**config.mk**
```make
export PLATFORM = sky130hd
export DESIGN_NAME = pipe_stage_reg
export DESIGN_NICKNAME = d
export VERILOG_FILES = /design/src/rtl/pipe_pkg.sv /design/src/rtl/pipe_payload_reg.sv /design/src/rtl/pipe_stage_reg.sv
export SDC_FILE = /design/constraint.sdc
export NUM_CORES = 1
export LEC_CHECK = 0
export ABC_AREA = 1
export CAP_MARGIN = 20
export CORE_MARGIN = 4
export CORE_UTILIZATION = 50
export DETAILED_ROUTE_END_ITERATION = 10
export PLACE_DENSITY = 0.89
export SLEW_MARGIN = 40
export SYNTH_ARGS = -nofsm -noshare
export SYNTH_HDL_FRONTEND = slang
export SYNTH_HIERARCHICAL = 1
export SYNTH_SLANG_ARGS = --single-unit
export TNS_END_PERCENT = 100
```
**constraint.sdc**
```tcl
create_clock -name clk -period 1.68 [get_ports clk]
set_input_delay 0.336 -clock clk [delete_from_list [all_inputs] [get_ports clk]]
set_output_delay 0.336 -clock clk [all_outputs]
set_load 0.005 [all_outputs]
```
**src/rtl/pipe_pkg.sv**
```systemverilog
// Shared state encoding and default field widths for the pipeline stage register.
package pipe_pkg;

    localparam int DATA_W_DEF = 32;
    localparam int RD_W_DEF   = 5;
    localparam int CTRL_W_DEF = 4;

    localparam logic [1:0] ST_EMPTY = 2'd0;
    localparam logic [1:0] ST_ONE   = 2'd1;
    localparam logic [1:0] ST_FULL  = 2'd2;

    // Perf counters stick at all-ones rather than wrapping to a misleading small value.
    function automatic logic [31:0] sat_inc(input logic [31:0] v);
        return (v == 32'hFFFF_FFFF) ? v : v + 32'd1;
    endfunction

endpackage

```
**src/rtl/pipe_payload_reg.sv**
```systemverilog
// Parametrised payload register with load enable and synchronous clear.
module pipe_payload_reg #(
    parameter int W = 8
) (
    input  logic         clk,
    input  logic         clr_i,
    input  logic         ld_i,
    input  logic [W-1:0] d_i,
    output logic [W-1:0] q_o
);

    logic [W-1:0] data_q;

    // NOTE: clear beats load so a reset in the same cycle as an accept leaves zeros.
    always_ff @(posedge clk) begin
        if (clr_i) begin
            data_q <= '0;
        end else if (ld_i) begin
            data_q <= d_i;
        end
    end

    assign q_o = data_q;

endmodule

```
**src/rtl/pipe_stage_reg.sv**
```systemverilog
// Two-entry skid-buffered pipeline stage (main + skid registers).
// Optional bubble counter enabled by defining PIPE_STAGE_PERF_EN.
module pipe_stage_reg
    import pipe_pkg::*;
#(
    parameter int DATA_W = DATA_W_DEF,
    parameter int RD_W   = RD_W_DEF,
    parameter int CTRL_W = CTRL_W_DEF
) (
    input  logic              clk,
    input  logic              Reset,
    input  logic              flush,
    input  logic              in_valid,
    output logic              in_ready,
    input  logic [DATA_W-1:0] in_rb,
    input  logic [DATA_W-1:0] in_alu,
    input  logic [RD_W-1:0]   in_rd,
    input  logic [CTRL_W-1:0] in_ram_ctrl,
    input  logic              in_l,
    input  logic              in_rf_le,
    output logic              out_valid,
    input  logic              out_ready,
    output logic [DATA_W-1:0] out_rb,
    output logic [DATA_W-1:0] out_alu,
    output logic [RD_W-1:0]   out_rd,
    output logic [CTRL_W-1:0] out_ram_ctrl,
    output logic              out_l,
    output logic              out_rf_le,
    output logic [31:0]       bubble_cnt
);

    localparam int PW = 2 * DATA_W + RD_W + CTRL_W + 2;

    logic [1:0]        state_q, state_d;
    logic              in_ready_q;
    logic              main_ld, skid_ld;
    logic              in_hs, out_hs;
    logic [PW-1:0]     in_pl, main_d, main_q, skid_q;
    logic [CTRL_W-1:0] ram_ctrl_raw;
    logic              l_raw, rf_le_raw;

    assign in_pl     = {in_rb, in_alu, in_rd, in_ram_ctrl, in_l, in_rf_le};
    assign out_valid = (state_q != ST_EMPTY);
    assign in_ready  = in_ready_q;
    assign in_hs     = in_valid && in_ready_q;
    assign out_hs    = out_valid && out_ready;

    // NOTE: every always_comb output gets a default first so no path can infer a latch.
    always_comb begin
        state_d = state_q;
        main_ld = 1'b0;
        skid_ld = 1'b0;
        if (flush) begin
            state_d = ST_EMPTY;
        end else begin
            case (state_q)
                ST_EMPTY: begin
                    if (in_hs) begin
                        main_ld = 1'b1;
                        state_d = ST_ONE;
                    end
                end
                ST_ONE: begin
                    if (in_hs && out_hs) begin
                        main_ld = 1'b1;
                    end else if (in_hs) begin
                        skid_ld = 1'b1;
                        state_d = ST_FULL;
                    end else if (out_hs) begin
                        state_d = ST_EMPTY;
                    end
                end
                ST_FULL: begin
                    if (out_hs) begin
                        main_ld = 1'b1;
                        state_d = ST_ONE;
                    end
                end
                default: state_d = ST_EMPTY;
            endcase
        end
    end

    // In FULL the only legal main refill is the older skid entry, keeping order.
    assign main_d = (state_q == ST_FULL) ? skid_q : in_pl;

    // NOTE: sequential state uses non-blocking assignments so all registers update together.
    always_ff @(posedge clk) begin
        if (Reset) begin
            state_q    <= ST_EMPTY;
            in_ready_q <= 1'b1;
        end else begin
            state_q    <= state_d;
            in_ready_q <= (state_d != ST_FULL);
        end
    end

    pipe_payload_reg #(.W(PW)) u_main (
        .clk   (clk),
        .clr_i (Reset),
        .ld_i  (main_ld),
        .d_i   (main_d),
        .q_o   (main_q)
    );

    pipe_payload_reg #(.W(PW)) u_skid (
        .clk   (clk),
        .clr_i (Reset),
        .ld_i  (skid_ld),
        .d_i   (in_pl),
        .q_o   (skid_q)
    );

    assign {out_rb, out_alu, out_rd, ram_ctrl_raw, l_raw, rf_le_raw} = main_q;

    // Side-effecting controls must never leak out of an empty stage.
    assign out_ram_ctrl = out_valid ? ram_ctrl_raw : '0;
    assign out_l        = out_valid && l_raw;
    assign out_rf_le    = out_valid && rf_le_raw;

`ifdef PIPE_STAGE_PERF_EN
    logic [31:0] bubble_q;

    always_ff @(posedge clk) begin
        if (Reset) begin
            bubble_q <= '0;
        end else if (!out_valid) begin
            bubble_q <= sat_inc(bubble_q);
        end
    end

    assign bubble_cnt = bubble_q;
`else
    assign bubble_cnt = '0;
`endif

endmodule

```
### Yosys cells after proc, flatten, opt, wreduce, memory -nomap -nowiden

Cells that the tools add are included.

* register bits after elaboration: 153

* mux-type cells: 17
* equal/unequal tests: 3
* reductions and logical operators: 7

Operator list (count)
* 2-to-1 mux 75 bit: 1
* 2-to-1 mux 2 bit: 6
* 2-to-1 mux 1 bit: 7
* one-hot mux 2 bit (3 select lines): 1
* logical AND 1 bit: 5
* 2-to-1 mux 4 bit: 1
* one-hot mux 1 bit (3 select lines): 1
* == test 2 x 1 -> 1 bit, second input constant: 1
* == test 2 bit, second input constant: 1
* zero test 2 bit: 1
* inequality test 2 bit, second input constant: 1
* nonzero test 2 bit: 1

### Depth between registers and ports, before layout

Gate-level depths: netlist of the first run.

* depth in word-level cells: 8
* depth in mapped cells: 11
* mapped depth without buffers: 9

### Hierarchy

Netlist of the first run, hierarchy kept.

Modules (own cells, without submodules)
* pipe_payload_reg: cells each 476, instances 2, area each 3080.5 µm²
* pipe_stage_reg: cells each 313, instances 1, area each 1395.1 µm²

### Least setup slack after synthesis of the first run

No wires, ideal clock.

* path kind: reg2reg
* start: register state_q[0]
* end: register u_skid.data_q[38], in the netlist u_skid/q_o[38]
* setup slack: 0.144 ns
* data required time: 1.567 ns
* library setup time: 0.113 ns
* buffers on the path: 3
* clock period less this slack: 1.536 ns
* arrival: 1.423 ns
* stages on the path, launching flop included: 10
* path through: dfxtp_1 -> nor2_1 -> nor2_1 -> nor3_1 -> buf_2 -> buf_6 -> buf_6 -> nand2_1 -> nand2_1 -> nor2_1

* longest elaborated chain between the ends: 6
* elaborated cells on any way between the ends: 7

RTL lines
* from (decl): line pipe_stage_reg.sv:34 `logic [1:0] state_q, state_d;`
* from (signal assigned): line pipe_stage_reg.sv:93 `state_q <= state_d;`
* nonzero test 2 bit: line pipe_stage_reg.sv:43 `assign out_valid = (state_q != ST_EMPTY);`
* logical AND 1 bit: line pipe_stage_reg.sv:46 `assign out_hs = out_valid && out_ready;`
* logical AND 1 bit: line pipe_stage_reg.sv:64 `if (in_hs && out_hs) begin`
* 2-to-1 mux 1 bit: line pipe_stage_reg.sv:64
* 2-to-1 mux 1 bit (*): line pipe_stage_reg.sv:56 `case (state_q)`
* 2-to-1 mux 1 bit (*): line pipe_stage_reg.sv:53 `if (flush) begin`
* via skid_ld: line pipe_stage_reg.sv:36 `logic main_ld, skid_ld;`
* to (signal assigned): line pipe_payload_reg.sv:19 `data_q <= d_i;`
* to (decl): line pipe_payload_reg.sv:12 `logic [W-1:0] data_q;`

The timed path passes the listed nets; every way through them passes the cells marked *.
A chain may end at the register's enable or synchronous reset.

### Worst setup path after layout of the first run

* start: register u_main.data_q[27], in the netlist u_main/q_o[27]
* end: output out_alu[16]

RTL lines
* from (decl): line pipe_payload_reg.sv:12
* from (signal assigned): line pipe_payload_reg.sv:19
* to (decl): line pipe_stage_reg.sv:24 `output logic [DATA_W-1:0] out_alu,`

No word-level cell between the ends.

==> results of run 1 <==
[stage by stage]
stage / power [mW] / worst slack [ns] / std cells
2_1_floorplan: 4.70 / 0.144 / 1296
4_1_cts: 9.08 / 0.00559 / 1593
3_3_place_gp: 5.23 / -0.0789 / 1562
5_1_grt: 9.41 / 0.000715 / 1593
3_5_place_dp: 5.26 / -0.188 / 1562
6_report: 9.01 / 0.0471 / 1593
[worst min-delay path: cells and delay by family, from the launching register on]
| kind | cells | cell delay [ns] |
|---|---|---|
| and+or+nand+nor | 2 | 0.12 |
| DFF | 1 | 0.31 |
[power groups by stage]
stage	combinational (mW)	clock (mW)	sequential [mW]
CTS	1.28	3.89	3.91
detailed placement	1.27	0	3.99
floorplan	0.713	0	3.99
global placement	1.24	0	3.98
global route	1.45	4.03	3.93
finish	1.28	3.82	3.91
[synth_stat cells (all sizes together)]
master,n
conb,1
nand3b,1
a21oi,2
buf,93
nor3,1
inv,165
nand4,1
nor2,311
nand2,530
dfxtp,153
clkbuf,5
nand3,2
[logic make-up after synthesis]
kind of cell	synth area share (%)
buf+inv	17.0
simple gates	42.3
compound gates	0.132
flops	40.5
other cells	0.0496
[state kept, by name (all words and copies together), names as in the netlist]
register / count
u_main/q_o: 75
u_skid/q_o: 75
state_q: 2
in_ready: 1
[cells in the final DEF, fill, tap and decap left out, drive strengths merged]
cell           Yosys  layout
clkbuf             5      23
clkdlybuf4s15      0       1
nand3              2       2
clkinvlp           0       1
nand2            530     530
clkdlybuf4s50      0     146
clkinv             0       5
bufinv             0       3
a21oi              2       2
nand4              1       1
nand3b             1       1
inv              165     165
dfxtp            153     153
nor3               1       1
buf               93      29
conb               1      32
dlymetal6s2s       0       3
nor2             311     311
[layer usage]
metal  vias up  track usage, %  part of all wire (%)
met3        26            6.99                   7.9
met5         -               0                     0
met4         0            9.26                   2.2
met1      3070            24.7                    43
li1       3795               -                     -
met2       202            34.4                    47
[worst min-delay path by stage]
| stage | end | slack [ns] | from |
|---|---|---|---|
| after floorplan | state_q[0] | 0.41 | Reset |
| after global placement | u_main/q_o[49] | 0.46 | u_main/q_o[49] |
| after detailed placement | u_skid/q_o[58] | 0.46 | u_skid/q_o[58] |
| after CTS | u_skid/q_o[73] | 0.47 | u_skid/q_o[73] |
| after global routing | u_skid/q_o[54] | 0.49 | u_skid/q_o[54] |
| final | u_skid/q_o[73] | 0.47 | u_skid/q_o[73] |
[timing repair]
| action | 4_1_cts | 5_1_grt |
|---|---|---|
| hold buffers | 0 | 0 |
| pin swaps | 1 | 0 |
| gates resized for setup | 20 | 13 |
| hold endpoints to repair | 0 | 0 |
| endpoints found under the setup margin | 7 | 11 |
[layout make-up]
class | count | area [sq um]
Fill cell | 1271 | 4910
Multi-Input combinational cell | 880 | 3340
Sequential cell | 153 | 3060
Timing Repair Buffer | 180 | 1890
Inverter | 165 | 622
Clock buffer | 22 | 464
Tap cell | 184 | 230
Clock inverter | 9 | 123
==> run summary, run 1 <==
FF-to-FF Start -> state_q[0]
Int Power -> 6.87 mW
Critical path class -> reg2out
Net Switching -> 2.13 mW
CP Max Fanout -> 2
GR Overflow Total -> 0
Peak VDD IR -> 661 uV
Yosys top cell by area -> dfxtp_1
Stages on worst setup path -> 1
DR DRC count -> 0
CP peak stage delay -> 0.52 ns
Final critical-path required period -> 1.63 ns
Bufs and invs on worst path -> 1
CORE AREA -> 14,600 sq um
Worst reg2reg endpoint -> u_skid/q_o[69]
Aggregate global-route resource usage -> 20.8%
Yosys cell types -> 16
H-tree depth -> 4
Hold Path Depth -> 2
DRT Wirelength -> 17,800 um
Routed vias/inst -> 4.45
Status -> finished, final reports clean
Sequential Power Share -> 43.5%
Finished Core Util -> 66.4%
Clock Sinks -> 153
Final instance area -> 9730 sq um
Detailed-route via count -> 7,093
Post-synthesis register bit count -> 153
Die X -> 131 um
First-pass GRT wire length -> 28,800 um
Setup TNS -> 0 ns
Sw frac -> 23.7%
Cells after Synth -> 1,265
Area after DPL -> 9150 sq um
Top cell type's share of synthesized area -> 40.5%
Crit. End Element -> output pin
Final setup vio count -> 0
Initial Util -> 51.6%
DPL Wire Length -> 11,900 um
Layout cells sized above 1 -> 4.90%
Mapped Area -> 7560 sq um
Crit start category -> flip-flop
Clock share of power -> 42.4%
Root Driver -> clkbuf_16
Yosys warning count -> 6
Worst-case clock buffer depth -> 2
N_diodes -> 0
Initial antenna violation count -> 0
Routed len/inst -> 11.2 um
Area contributors post-synth -> dfxtp_1 41%, nand2_1 26%, nor2_1 15%
Detail Route Antenna Nets -> 0
Max cap viols -> 0
Starting DRT DRC Count -> 479
Reg clk slew, reported paths -> 0.06 ns
Data arrival time of the critical path -> 1.30 ns
Clock latency on the worst-skew pair -> 0.42 ns
Gpl congestion -> 0.802
Number of global-route vias before repair -> 6,403
Pleak -> 5.04 nW
CP top delay family -> buffers and inverters
Pwr dens -> 926 nW/um^2
Hold Path Class -> reg2reg
End of the critical path -> out_alu[16]
Seq/Total Area, Yosys -> 40.5%
Final Max Tran Viols -> 0
CP required -> 1.34 ns
Setup Fix Bufs, Post-CTS -> 0
Number of placement rows -> 44
Critical path launch point -> u_main/q_o[27]
CP cell instances -> clkdlybuf4s50_1
Post-layout net count -> 1,477
Combinational Power Share -> 14.2%
Die area -> 17,100 sq um
Router iterations before antenna repair -> 5
R2R setup slack -> 0.15 ns
Buffers on Ports -> 156
Worst-case clock skew -> 0.00677 ns
Final Hold Fails -> 0
FMAX -> 0.612 GHz
RSZ-0062 raised after global routing -> no
Final critical-path share of the clock period -> 97.2%
Largest net degree at the start of global routing -> 55
Die Y -> 131 um
Area grow syn2layout -> 28.8%
Worst hold margin -> 0.467 ns
Mean Syn Cell Area -> 5.97 sq um
Slowest cell on the critical path -> clkdlybuf4s50_1
CTS tree -> built
Ports -> 189
Worst R2R Path Depth -> 8
Total CTS buffers -> 17
(Power assumes the default switching activity.)
==> inputs of run 2 (changes only) <==
Settings changed: CORE_UTILIZATION 50 to 55, DONT_BUFFER_PORTS set to 1, PLACE_DENSITY 0.89 to 0.78, SLEW_MARGIN 40 to unset.
Clock period 1.68 ns to 2.1 ns, I/O delays scaled along.
==> run summary, run 2 (synthesis results as in run 1) <==
Detailed-route via count -> 6,249
Crit. End Element -> output pin
Number of global-route vias before repair -> 5,467
DR DRC count -> 0
Die X -> 125 um
Pleak -> 4.37 nW
First-pass GRT wire length -> 26,100 um
Largest net degree at the start of global routing -> 89
Die area -> 15,700 sq um
Post-placement cell count -> 1,389
Final setup vio count -> 0
Setup Fix Bufs, Post-CTS -> 0
Reg clk slew, reported paths -> 0.06 ns
Clock Sinks -> 153
Final critical-path required period -> 1.77 ns
Detail Route Antenna Nets -> 0
Final instance area -> 8090 sq um
Post_cts resized -> 0
Slowest cell on the critical path -> dfxtp_1
Aggregate global-route resource usage -> 20.0%
CP cell instances -> nor2_1 > buf_4 > nor2_1
Slew @ Worst Pin -> 0.634 ns
CP peak stage delay -> 0.44 ns
Setup TNS -> 0 ns
R2R setup slack -> 0.41 ns
Starting DRT DRC Count -> 295
Worst Hold Path EP -> state_q[0]
Final Power -> 6.99 mW
CP top delay family -> flip-flops
Critical hold path startpoint -> Reset
Area after DPL -> 7460 sq um
Commonest cells after routing, fill and taps aside -> 530 x nand2_1, 310 x nor2_1, 160 x inv_1, 153 x dfxtp_1, 32 x conb_1
Most numerous cell on the critical path -> nor2_1
Clock latency on the worst-skew pair -> 0.41 ns
Placement Setup Slack -> 0.411 ns
Crit start category -> flip-flop
Pwr dens -> 865 nW/um^2
CORE AREA -> 13,300 sq um
RSZ-0062 raised after global routing -> no
Buffers on Ports -> 0
Number of placement rows -> 42
CP Max Fanout -> 7
Post-layout net count -> 1,312
Routed vias/inst -> 4.40
Final Hold Fails -> 0
CP required -> 1.68 ns
Initial antenna violation count -> 0
Area grow syn2layout -> 7.07%
Peak VDD IR -> 437 uV
Bufs and invs on worst path -> 1
Post-route insts no fill -> 1,421
Total CTS buffers -> 17
Hold_buf cts -> 0
Post-route setup slack -> 0.334 ns
Finished Core Util -> 60.6%
Status -> finished, final reports clean
Data arrival time of the critical path -> 1.35 ns
Stages on worst setup path -> 3
CTS tree -> built
Root Driver -> clkbuf_16
Worst reg2reg endpoint -> u_skid/q_o[63]
GR Overflow Total -> 0
Most common cell after layout, fill and taps aside -> nand2_1
Critical path class -> reg2out
FF-to-FF Start -> state_q[0]
Worst-case clock skew -> 0.00661 ns
DRT Wirelength -> 15,800 um
Max cap viols -> 0
Worst-case clock buffer depth -> 2
Gpl congestion -> 0.834
Final Max Tran Viols -> 0
FMAX -> 0.566 GHz
Rel. slew slack -> 57.7%
Worst hold margin -> 0.0823 ns
Final critical-path share of the clock period -> 84.1%
Ports -> 189
Layout cells sized above 1 -> 4.10%
Hold Path Class -> in2reg
Worst R2R Path Depth -> 7
Routed len/inst -> 11.1 um
N_diodes -> 0
Hold Path Depth -> 1
H-tree depth -> 4
DPL Wire Length -> 10,400 um
Die Y -> 125 um
Initial Util -> 56.6%
Router iterations before antenna repair -> 6
-- run 2: cell count changes in the layout (fill, tap and decap cells not counted), moves of 2 or more --
cell | before | now
buf_4 | 11 | 6
clkdlybuf4s50_1 | 146 | 0
buf_12 | 12 | 9
clkbuf_8 | 2 | 4
buf_2 | 5 | 0
dlymetal6s2s_1 | 3 | 0
-- run 2: final cells by class --
cell class	count	area [sq um]
clock buffer	24	492
inverter	165	622
tap	176	220
fill	1325	5260
multi-input combinational	880	3330
timing repair buffer	15	225
sequential	153	3060
clock inverter	8	140
-- run 2: worst max-delay path by stage --
stage | to | slack, ns | start
3_3_place_gp | u_main/q_o[4] | 0.44 | flush
4_1_cts | out_rf_le | 0.31 | state_q[0]
6_report | out_rf_le | 0.33 | state_q[0]
3_5_place_dp | u_main/q_o[5] | 0.41 | flush
5_1_grt | u_main/q_o[46] | 0.23 | state_q[0]
2_1_floorplan | u_skid/q_o[38] | 0.56 | state_q[0]
-- run 2: layer usage --
| layer | track usage [%] | vias up | wire length (um) |
|---|---|---|---|
| li1 | - | 3471 | - |
| met1 | 24.2 | 2608 | 6880 |
| met2 | 32.4 | 154 | 7210 |
| met3 | 8.32 | 16 | 1480 |
| met4 | 6.82 | 0 | 277 |
| met5 | 0 | - | 0 |
-- run 2: where the power goes --
group	switching, mW	internal, mW
registers	0.105	3.05
clock network	1.12	2.11
logic	0.376	0.232
-- run 2: worst register-to-register path, delay by kind of cell (launching register included) --
kind,cells,cell delay (ns)
simple gates,6,0.86
flops,1,0.36
buf+inv,1,0.36
